### src/rtl/uart_cmd_holder.sv
// Turns UART controller command bytes into held player-input levels and press pulses
// in the 108 MHz game domain, with parity rejection, left/right resolution and link timeout.
module uart_cmd_holder #(
    parameter int unsigned TIMEOUT_CYC = 32'd10_800_000
) (
    input  logic       i_clk,
    input  logic       i_rst_n,
    input  logic [7:0] i_data,
    input  logic       i_valid,
    output logic       o_right,
    output logic       o_left,
    output logic       o_jump,
    output logic       o_squat,
    output logic       o_attack,
    output logic       o_defend,
    output logic       o_select,
    output logic       o_jump_p,
    output logic       o_attack_p,
    output logic       o_select_p,
    output logic       o_link_lost,
    output logic [7:0] o_err_cnt
);

    localparam int unsigned CNT_W = $clog2(TIMEOUT_CYC);
    localparam logic [CNT_W-1:0] CNT_MAX = CNT_W'(TIMEOUT_CYC - 32'd1);
    localparam logic [CNT_W-1:0] CNT_PRE = CNT_W'(TIMEOUT_CYC - 32'd2);

    typedef enum logic [0:0] {
        LINK_LOST = 1'b0,
        LINKED    = 1'b1
    } link_state_t;

    function automatic logic parity_even_ok(input logic [7:0] b);
        return ~(^b);
    endfunction

    function automatic logic [7:0] sat_inc8(input logic [7:0] v);
        return (v == 8'hFF) ? 8'hFF : (v + 8'd1);
    endfunction

    // Both directions pressed at once cancel each other out.
    function automatic logic [6:0] resolve_socd(input logic [6:0] cmd);
        logic [6:0] r;
        r = cmd;
        if (cmd[0] && cmd[1]) begin
            r[1:0] = 2'b00;
        end else begin
            r[1:0] = cmd[1:0];
        end
        return r;
    endfunction

    logic              vld_s1_r;
    logic              vld_s2_r;
    logic              vld_s3_r;
    logic              rise_s;
    logic              pkt_acc_s;
    logic              pkt_rej_s;
    logic              tmo_hit_s;
    logic [CNT_W-1:0]  tmo_cnt_r;
    logic [CNT_W-1:0]  tmo_cnt_nxt_s;
    link_state_t       state_r;
    link_state_t       state_nxt_s;
    logic [6:0]        levels_r;
    logic [6:0]        levels_nxt_s;
    logic [6:0]        cmd_s;
    logic [2:0]        pulse_r;
    logic [2:0]        pulse_nxt_s;
    logic              link_lost_r;
    logic [7:0]        err_cnt_r;
    logic [7:0]        err_cnt_nxt_s;

    // Valid strobe synchroniser; i_data is stable by the time s2 rises.
    always_ff @(posedge i_clk or negedge i_rst_n) begin
        if (!i_rst_n) begin
            vld_s1_r <= 1'b0;
            vld_s2_r <= 1'b0;
            vld_s3_r <= 1'b0;
        end else begin
            vld_s1_r <= i_valid;
            vld_s2_r <= vld_s1_r;
            vld_s3_r <= vld_s2_r;
        end
    end

    assign rise_s    = vld_s2_r & ~vld_s3_r;
    assign pkt_acc_s = rise_s & parity_even_ok(i_data);
    assign pkt_rej_s = rise_s & ~parity_even_ok(i_data);
    assign tmo_hit_s = ~pkt_acc_s & (tmo_cnt_r == CNT_PRE);
    assign cmd_s     = resolve_socd(i_data[6:0]);

    // Silence counter and parity-error counter next values.
    always_comb begin
        tmo_cnt_nxt_s = tmo_cnt_r;
        err_cnt_nxt_s = err_cnt_r;
        if (pkt_acc_s) begin
            tmo_cnt_nxt_s = '0;
        end else if (tmo_cnt_r < CNT_MAX) begin
            tmo_cnt_nxt_s = tmo_cnt_r + {{(CNT_W-1){1'b0}}, 1'b1};
        end else begin
            tmo_cnt_nxt_s = tmo_cnt_r;
        end
        if (pkt_rej_s) begin
            err_cnt_nxt_s = sat_inc8(err_cnt_r);
        end else begin
            err_cnt_nxt_s = err_cnt_r;
        end
    end

    // Link FSM next state plus level/pulse updates.
    always_comb begin
        state_nxt_s  = state_r;
        levels_nxt_s = levels_r;
        pulse_nxt_s  = 3'b000;
        case (state_r)
            LINK_LOST: begin
                if (pkt_acc_s) begin
                    state_nxt_s = LINKED;
                end else begin
                    state_nxt_s = LINK_LOST;
                end
            end
            LINKED: begin
                if (tmo_hit_s) begin
                    state_nxt_s = LINK_LOST;
                end else begin
                    state_nxt_s = LINKED;
                end
            end
            default: begin
                state_nxt_s = LINK_LOST;
            end
        endcase
        if (pkt_acc_s) begin
            levels_nxt_s = cmd_s;
            // Pulses compare raw new bits against the level held before this update.
            pulse_nxt_s  = {cmd_s[6] & ~levels_r[6],
                            cmd_s[4] & ~levels_r[4],
                            cmd_s[2] & ~levels_r[2]};
        end else if (tmo_hit_s) begin
            levels_nxt_s = 7'b000_0000;
        end else begin
            levels_nxt_s = levels_r;
        end
    end

    // State, output and counter registers.
    always_ff @(posedge i_clk or negedge i_rst_n) begin
        if (!i_rst_n) begin
            state_r     <= LINK_LOST;
            levels_r    <= 7'b000_0000;
            pulse_r     <= 3'b000;
            link_lost_r <= 1'b1;
            tmo_cnt_r   <= '0;
            err_cnt_r   <= 8'h00;
        end else begin
            state_r     <= state_nxt_s;
            levels_r    <= levels_nxt_s;
            pulse_r     <= pulse_nxt_s;
            link_lost_r <= (state_nxt_s == LINK_LOST);
            tmo_cnt_r   <= tmo_cnt_nxt_s;
            err_cnt_r   <= err_cnt_nxt_s;
        end
    end

    assign o_right     = levels_r[0];
    assign o_left      = levels_r[1];
    assign o_jump      = levels_r[2];
    assign o_squat     = levels_r[3];
    assign o_attack    = levels_r[4];
    assign o_defend    = levels_r[5];
    assign o_select    = levels_r[6];
    assign o_jump_p    = pulse_r[0];
    assign o_attack_p  = pulse_r[1];
    assign o_select_p  = pulse_r[2];
    assign o_link_lost = link_lost_r;
    assign o_err_cnt   = err_cnt_r;

endmodule

### config.mk
export PLATFORM = sky130hd
export DESIGN_NAME = uart_cmd_holder
export DESIGN_NICKNAME = d
export VERILOG_FILES = /design/src/rtl/uart_cmd_holder.sv
export SDC_FILE = /design/constraint.sdc
export NUM_CORES = 1
export LEC_CHECK = 0
export CAP_MARGIN = 20
export CORE_AREA = 8 8 76 78
export CTS_CLUSTER_DIAMETER = 80
export DETAILED_ROUTE_END_ITERATION = 7
export DIE_AREA = 0 0 84 86
export DONT_BUFFER_PORTS = 1
export PLACE_DENSITY = 0.71
export SKIP_LAST_GASP = 1
export SLEW_MARGIN = 20
export SYNTH_ARGS = -nofsm -noshare
export SYNTH_HDL_FRONTEND = slang
export SYNTH_SLANG_ARGS = --single-unit
### constraint.sdc
create_clock -name i_clk -period 2.9 [get_ports i_clk]
set_input_delay 0.29 -clock i_clk [delete_from_list [all_inputs] [get_ports i_clk]]
set_output_delay 0.29 -clock i_clk [all_outputs]
set_load 0.005 [all_outputs]
==> impl_metrics.ini, run 1 <==
[status]
status = completed

[setup_path]
worstPathMaxFanout = 36
cp_cell_sequence = or3_1 > a221oi_4 > nor2_4 > or4_1 > a21oi_1
crit_start = tmo_cnt_r[20]
endpoint_kind = flip-flop
cp-endpoint = tmo_cnt_r[19]
path_class = reg -> reg
reg2reg_from = tmo_cnt_r[20]
r2r-end = tmo_cnt_r[19]
crit_family = simple AND/OR/NAND/NOR gates
crit_cells = 5
regToRegSetupSlack_ns = 0.73
slowest_delay_ns = 0.54
reg2reg_depth = 5
critPathLaunchType = flip-flop
path_buf_inv = 0
worstPathRequired_ns = 3.13
crit_slowest_cell = or4_1
cp.arrival_ns = 2.41

[drt]
avgViaCountPerCell = 6.29
dr_wl_met2_um = 2490
drcViolationCount = 0
drt_iter0_drc = 113
postRouteAntennaNets = 0
routed_wl_um = 5280
wl_met1_um = 2390
drt_pass1_iterations = 4
highest_layer = met4
vias = 2038
post_drt_wl_per_cell_um = 16.3
wl_met3_um = 314

[global_routing]
grt_pass1_wl_um = 8960
antenna_found_initial = 0
track_usage_pct = 15.0
grt_max_degree = 48
first_global_vias = 1813
grt.overflow.total = 0

[timing]
setup_viol = 0
setup_tns_ns = 0
min_period_ns = 2.17
min_period_over_period_pct = 74.9
rsz0062_at_grt = false
relSlewSlack_pct = 56.0
maxSlewViolCount = 0
tightest_slew_ns = 0.658
skew_ns = 0.00535
fmax_ghz = 0.460
final-hold-violation-count = 0

[cts]
clkSinkCount = 47
clock_path_buffers = 2
cts_root_buf = clkbuf_8
insertion_delay_ns = 0.31
cts_resized = 0
clk_pin_slew_ns = 0.09
cts_htree_levels = 2
cts_tree = yes
cts_made_buffers = 5

[final_layout]
multi_input_area_um2 = 1230
diodes = 0
area_delta_synth_final_pct = 5.89
layout-drive-gt1-share_pct = 7.04
seqCellArea_um2 = 1180
fin_nets = 285
fillers = 413

[power]
power.total_uw = 1690
ir_worst_vdd_mv = 0.484
p_leak_uw = 0.00117
power_per_cell_area_nw_per_um2 = 625

[die]
initial_utilization_pct = 55.5
die_x_um = 84
fp.dieH_um = 86
die_area_um2 = 7220
core_um2 = 4600
rows = 25
io_pins = 30

[place]
dp_hpwl_um = 3540
globalplace.congestion = 0.921
portBuffers = 0

[yosys]
synth.most_common_cell = dfrtp_1
synth_compound_area_share_pct = 16.7
yosys-top-cells-area = dfrtp_1, o31ai_1, a21oi_1
yosys.area_share.simple_pct = 24.0
synth_top_area_share_pct = 45.1
synthDistinctLibCells = 43
yosys_warnings = 0
synth_mux_area_share_pct = 2.06
synth_fa_ha_area_share_pct = 2.45
synthCells = 271
syn_avg_cell_area_um2 = 9.41
yosysSeqAreaShare_pct = 46.2
synth_common_cells = dfrtp_1, a21oi_1, nand2_1
async_flop_share_pct = 100
synth_edf_count = 0
synth_nets = 287
yosys.area_share.xor_xnor_pct = 2.80
synth_flop_cell = dfrtp_1
yosys.area.top_type = dfrtp_1
synth_top_family_by_area = simple AND/OR/NAND/NOR gates
synth_area_um2 = 2550
ys_ff_latch = 47

[job]
drv_cap = 0

[min_path]
worstHoldPathCells = 2
worstHoldPathType = in -> reg
[metrics by stage]
step           cells  instance area (µm²)  hold WS (ns)  utilization, %  setup slack [ns]
3_5_place_dp     313                 2560      -0.00421            55.6             0.698
4_1_cts          324                 2700        0.0873            58.6             0.655
2_1_floorplan    271                 2550      -0.00559               -             0.792
3_3_place_gp     313                 2560      -0.00432            55.6             0.741
5_1_grt          324                 2700        0.0846            58.7             0.603
6_report         324                 2700        0.0927            58.7             0.727
[power by group]
part	total (µW)	internal, µW	switching [µW]
Clock	418	173	245
Sequential	918	780	138
Combinational	352	155	197
[sequential cells by signal, indices dropped and copies added, names as in the netlist]
name / cells
vld_s2_r: 1
pulse_r: 3
levels_r: 7
tmo_cnt_r: 24
o_link_lost: 1
vld_s1_r: 1
o_err_cnt: 8
state_r: 1
vld_s3_r: 1
[placed cells by master (no fill, tap or decap), types with 2 or more instances in the layout]
cell / count
dfrtp_1: 46
a21oi_1: 25
nand2_1: 24
inv_1: 17
o31ai_1: 17
nand3_1: 14
nand4_1: 12
nor2_1: 11
or3_1: 10
or4_1: 10
and3_1: 8
o21ai_0: 7
ha_1: 5
clkbuf_8: 5
nor4_1: 4
o21ai_1: 4
a31oi_1: 4
xnor2_1: 3
and2_1: 3
o21a_1: 3
nor3_1: 3
mux2i_1: 3
buf_4: 3
xnor3_1: 2
nor2b_1: 2
nand4b_1: 2
or2_2: 2
nand2b_1: 2
o31a_1: 2
dlygate4sd3_1: 2
[layout make-up]
class / instances / share of cell area, %
inverters: 17 / 2.36
well taps: 54 / 2.50
multi-input cells: 192 / 45.6
flip-flops and latches: 47 / 43.6
repair buffers: 6 / 2.59
clock buffers: 5 / 2.55
clock inverters: 3 / 0.834
[worst min-delay path by stage]
stage / startpoint / end / slack [ns]
2_1_floorplan: i_rst_n / levels_r[0] / -0.006
3_3_place_gp: i_rst_n / levels_r[1] / -0.004
3_5_place_dp: i_rst_n / levels_r[1] / -0.004
4_1_cts: i_data[2] / levels_r[2] / 0.09
5_1_grt: i_data[2] / levels_r[2] / 0.08
6_report: i_data[2] / levels_r[2] / 0.09
[layer usage]
metal	GRT usage [%]	up-vias
met5	0	-
met2	22.7	50
li1	-	992
met1	19.4	988
met4	6.59	0
met3	4.27	8
[repair_timing]
action | 4_1_cts | 5_1_grt
hold buffers | 3 | 0
buffers inserted | 0 | 0
hold endpoints to repair | 48 | 0
[logic make-up (layout without fill, tap and decap cells)]
| kind of cell | after synthesis | count (layout) |
|---|---|---|
| flops | 47 | 47 |
| simple gates | 111 | 111 |
| compound gates | 66 | 66 |
| mux | 5 | 5 |
| fa+ha+maj | 5 | 5 |
| buf+inv | 32 | 31 |
| xor+xnor | 5 | 5 |
No activity file was read; power rests on OpenSTA's default activity.
==> run 2: changes to the inputs <==
clock period = 2.12 ns   (was 2.9 ns; I/O delays follow)
==> run 2 against run 1 <==
  * Count of clock-buffer cells in the layout unchanged
  * Cell count up 6.5%
  * Critical path depth up 1
  * Sequential share of layout area down 2.6 points
  * Global-route usage up 0.069 points
  * Critical path type unchanged
  * Clock power up 33%
==> impl_metrics.ini, run 2 (synthesis results as in run 1) <==
[status]
status = completed

[setup_path]
crit_slowest_cell = or4_1
critPathLaunchType = flip-flop
path_buf_inv = 1
endpoint_kind = flip-flop
worstPathMaxFanout = 16
reg2reg_from = tmo_cnt_r[0]
crit_start = tmo_cnt_r[0]
cp_cell_sequence = ha_1 > a31oi_1 > nor3_2 > buf_4 > or4_1 > a21oi_1
crit_family = simple AND/OR/NAND/NOR gates
worstPathRequired_ns = 2.35
path_class = reg -> reg
slowest_delay_ns = 0.47
cp.arrival_ns = 2.24

[power]
power.total_uw = 2300
ir_worst_vdd_mv = 0.609
p_leak_uw = 0.00128
power_per_cell_area_nw_per_um2 = 801

[job]
drv_cap = 0

[place]
place_inst = 332
globalplace.congestion = 0.896
portBuffers = 0
dp_hpwl_um = 3820

[final_layout]
instances_no_fill = 345
largest_register_ffs = 24
final_common_cell = dfrtp_1
layout-drive-gt1-share_pct = 14.1
fin_nets = 306
area_delta_synth_final_pct = 12.7
largest-register = tmo_cnt_r
diodes = 0
final_cell_mix = dfrtp_1, a21oi_1, nand2_1, buf_4

[min_path]
worstHoldPathType = in -> reg
min_from = i_data[6]

[global_routing]
first_global_vias = 1961
antenna_found_initial = 0
grt.overflow.total = 0
track_usage_pct = 15.0
grt_pass1_wl_um = 9160
grt_max_degree = 48

[timing]
fmax_ghz = 0.498
relSlewSlack_pct = 61.6
final-hold-violation-count = 0
min_period_ns = 2.01
setup_viol = 0
min_period_over_period_pct = 94.7
maxSlewViolCount = 0
tightest_slew_ns = 0.572
skew_ns = 0.00891

[drt]
vias = 2094
drt_iter0_drc = 131
drt_pass1_iterations = 4
drcViolationCount = 0
post_drt_wl_per_cell_um = 15.9
postRouteAntennaNets = 0
avgViaCountPerCell = 6.07
routed_wl_um = 5500

[die]
core_um2 = 4600
rows = 25
io_pins = 30
fp.dieH_um = 86
initial_utilization_pct = 55.5
die_area_um2 = 7220
die_x_um = 84

[cts]
cts_tree = yes
insertion_delay_ns = 0.30
cts_htree_levels = 2
cts_root_buf = clkbuf_8
clkSinkCount = 47
clk_pin_slew_ns = 0.09
clock_path_buffers = 2
cts_made_buffers = 5
run 2: final cells by class:
| class | instances | area [µm²] |
|---|---|---|
| Timing Repair Buffer | 26 | 233 |
| Fill cell | 399 | 1720 |
| Clock buffer | 5 | 68.8 |
| Clock inverter | 3 | 22.5 |
| Sequential cell | 47 | 1180 |
| Tap cell | 54 | 67.6 |
| Multi-Input combinational cell | 193 | 1240 |
| Inverter | 17 | 63.8 |
run 2: metal layers:
layer	vias up	global-route usage (%)	routed length [µm]
met5	-	0	0
met4	0	4.87	89
met3	12	4.45	311
met2	54	24.6	2580
met1	994	18.6	2520
li1	1034	-	-
run 2: worst register-to-register path: stages, from the launching register on:
cell and delay (ns):
dfrtp_1 0.42, ha_1 0.31, a31oi_1 0.32, nor3_2 0.08, buf_4 0.19, or4_1 0.48, a21oi_1 0.15
run 2: worst paths after layout:
kind	slack, ns	cells past startpoint	end
max	0.11	6	tmo_cnt_r[6]
min	0.03	2	levels_r[6]
max reg2reg	0.11	6	tmo_cnt_r[6]
min reg2reg	0.38	0	vld_s3_r
max in group asynchronous	1.42	2	o_link_lost
min in group asynchronous	0.43	2	tmo_cnt_r[8]
run 2: repair_timing:
action	4_1_cts	5_1_grt
hold buffers	3	0
endpoints found under the hold margin	48	0
buffers inserted	0	1
gates resized for setup	0	2
setup endpoints to repair	0	14
run 2: stage by stage:
| stage | instance area, µm² | TNS, ns | hold WS (ns) | worst slack [ns] | utilization [%] |
|---|---|---|---|---|---|
| detailed placement | 2710 | 0 | -0.0822 | 0.0642 | 59.0 |
| global placement | 2710 | 0 | -0.0823 | 0.119 | 59.0 |
| global route | 2880 | -0.000682 | 0.0178 | -0.000682 | 62.5 |
| CTS | 2850 | 0 | 0.0202 | 0.0398 | 62.0 |
| floorplan | 2550 | 0 | -0.0836 | 0.0904 | - |
| finish | 2880 | 0 | 0.0262 | 0.113 | 62.5 |
run 2: power by group:
| group | switching (µW) | leakage, µW | total, µW | internal, µW |
|---|---|---|---|---|
| Combinational | 273 | 0.000624 | 498 | 225 |
| Clock | 318 | 0.0000485 | 554 | 237 |
| Sequential | 183 | 0.000607 | 1250 | 1070 |
| Total | 773 | 0.00128 | 2300 | 1530 |
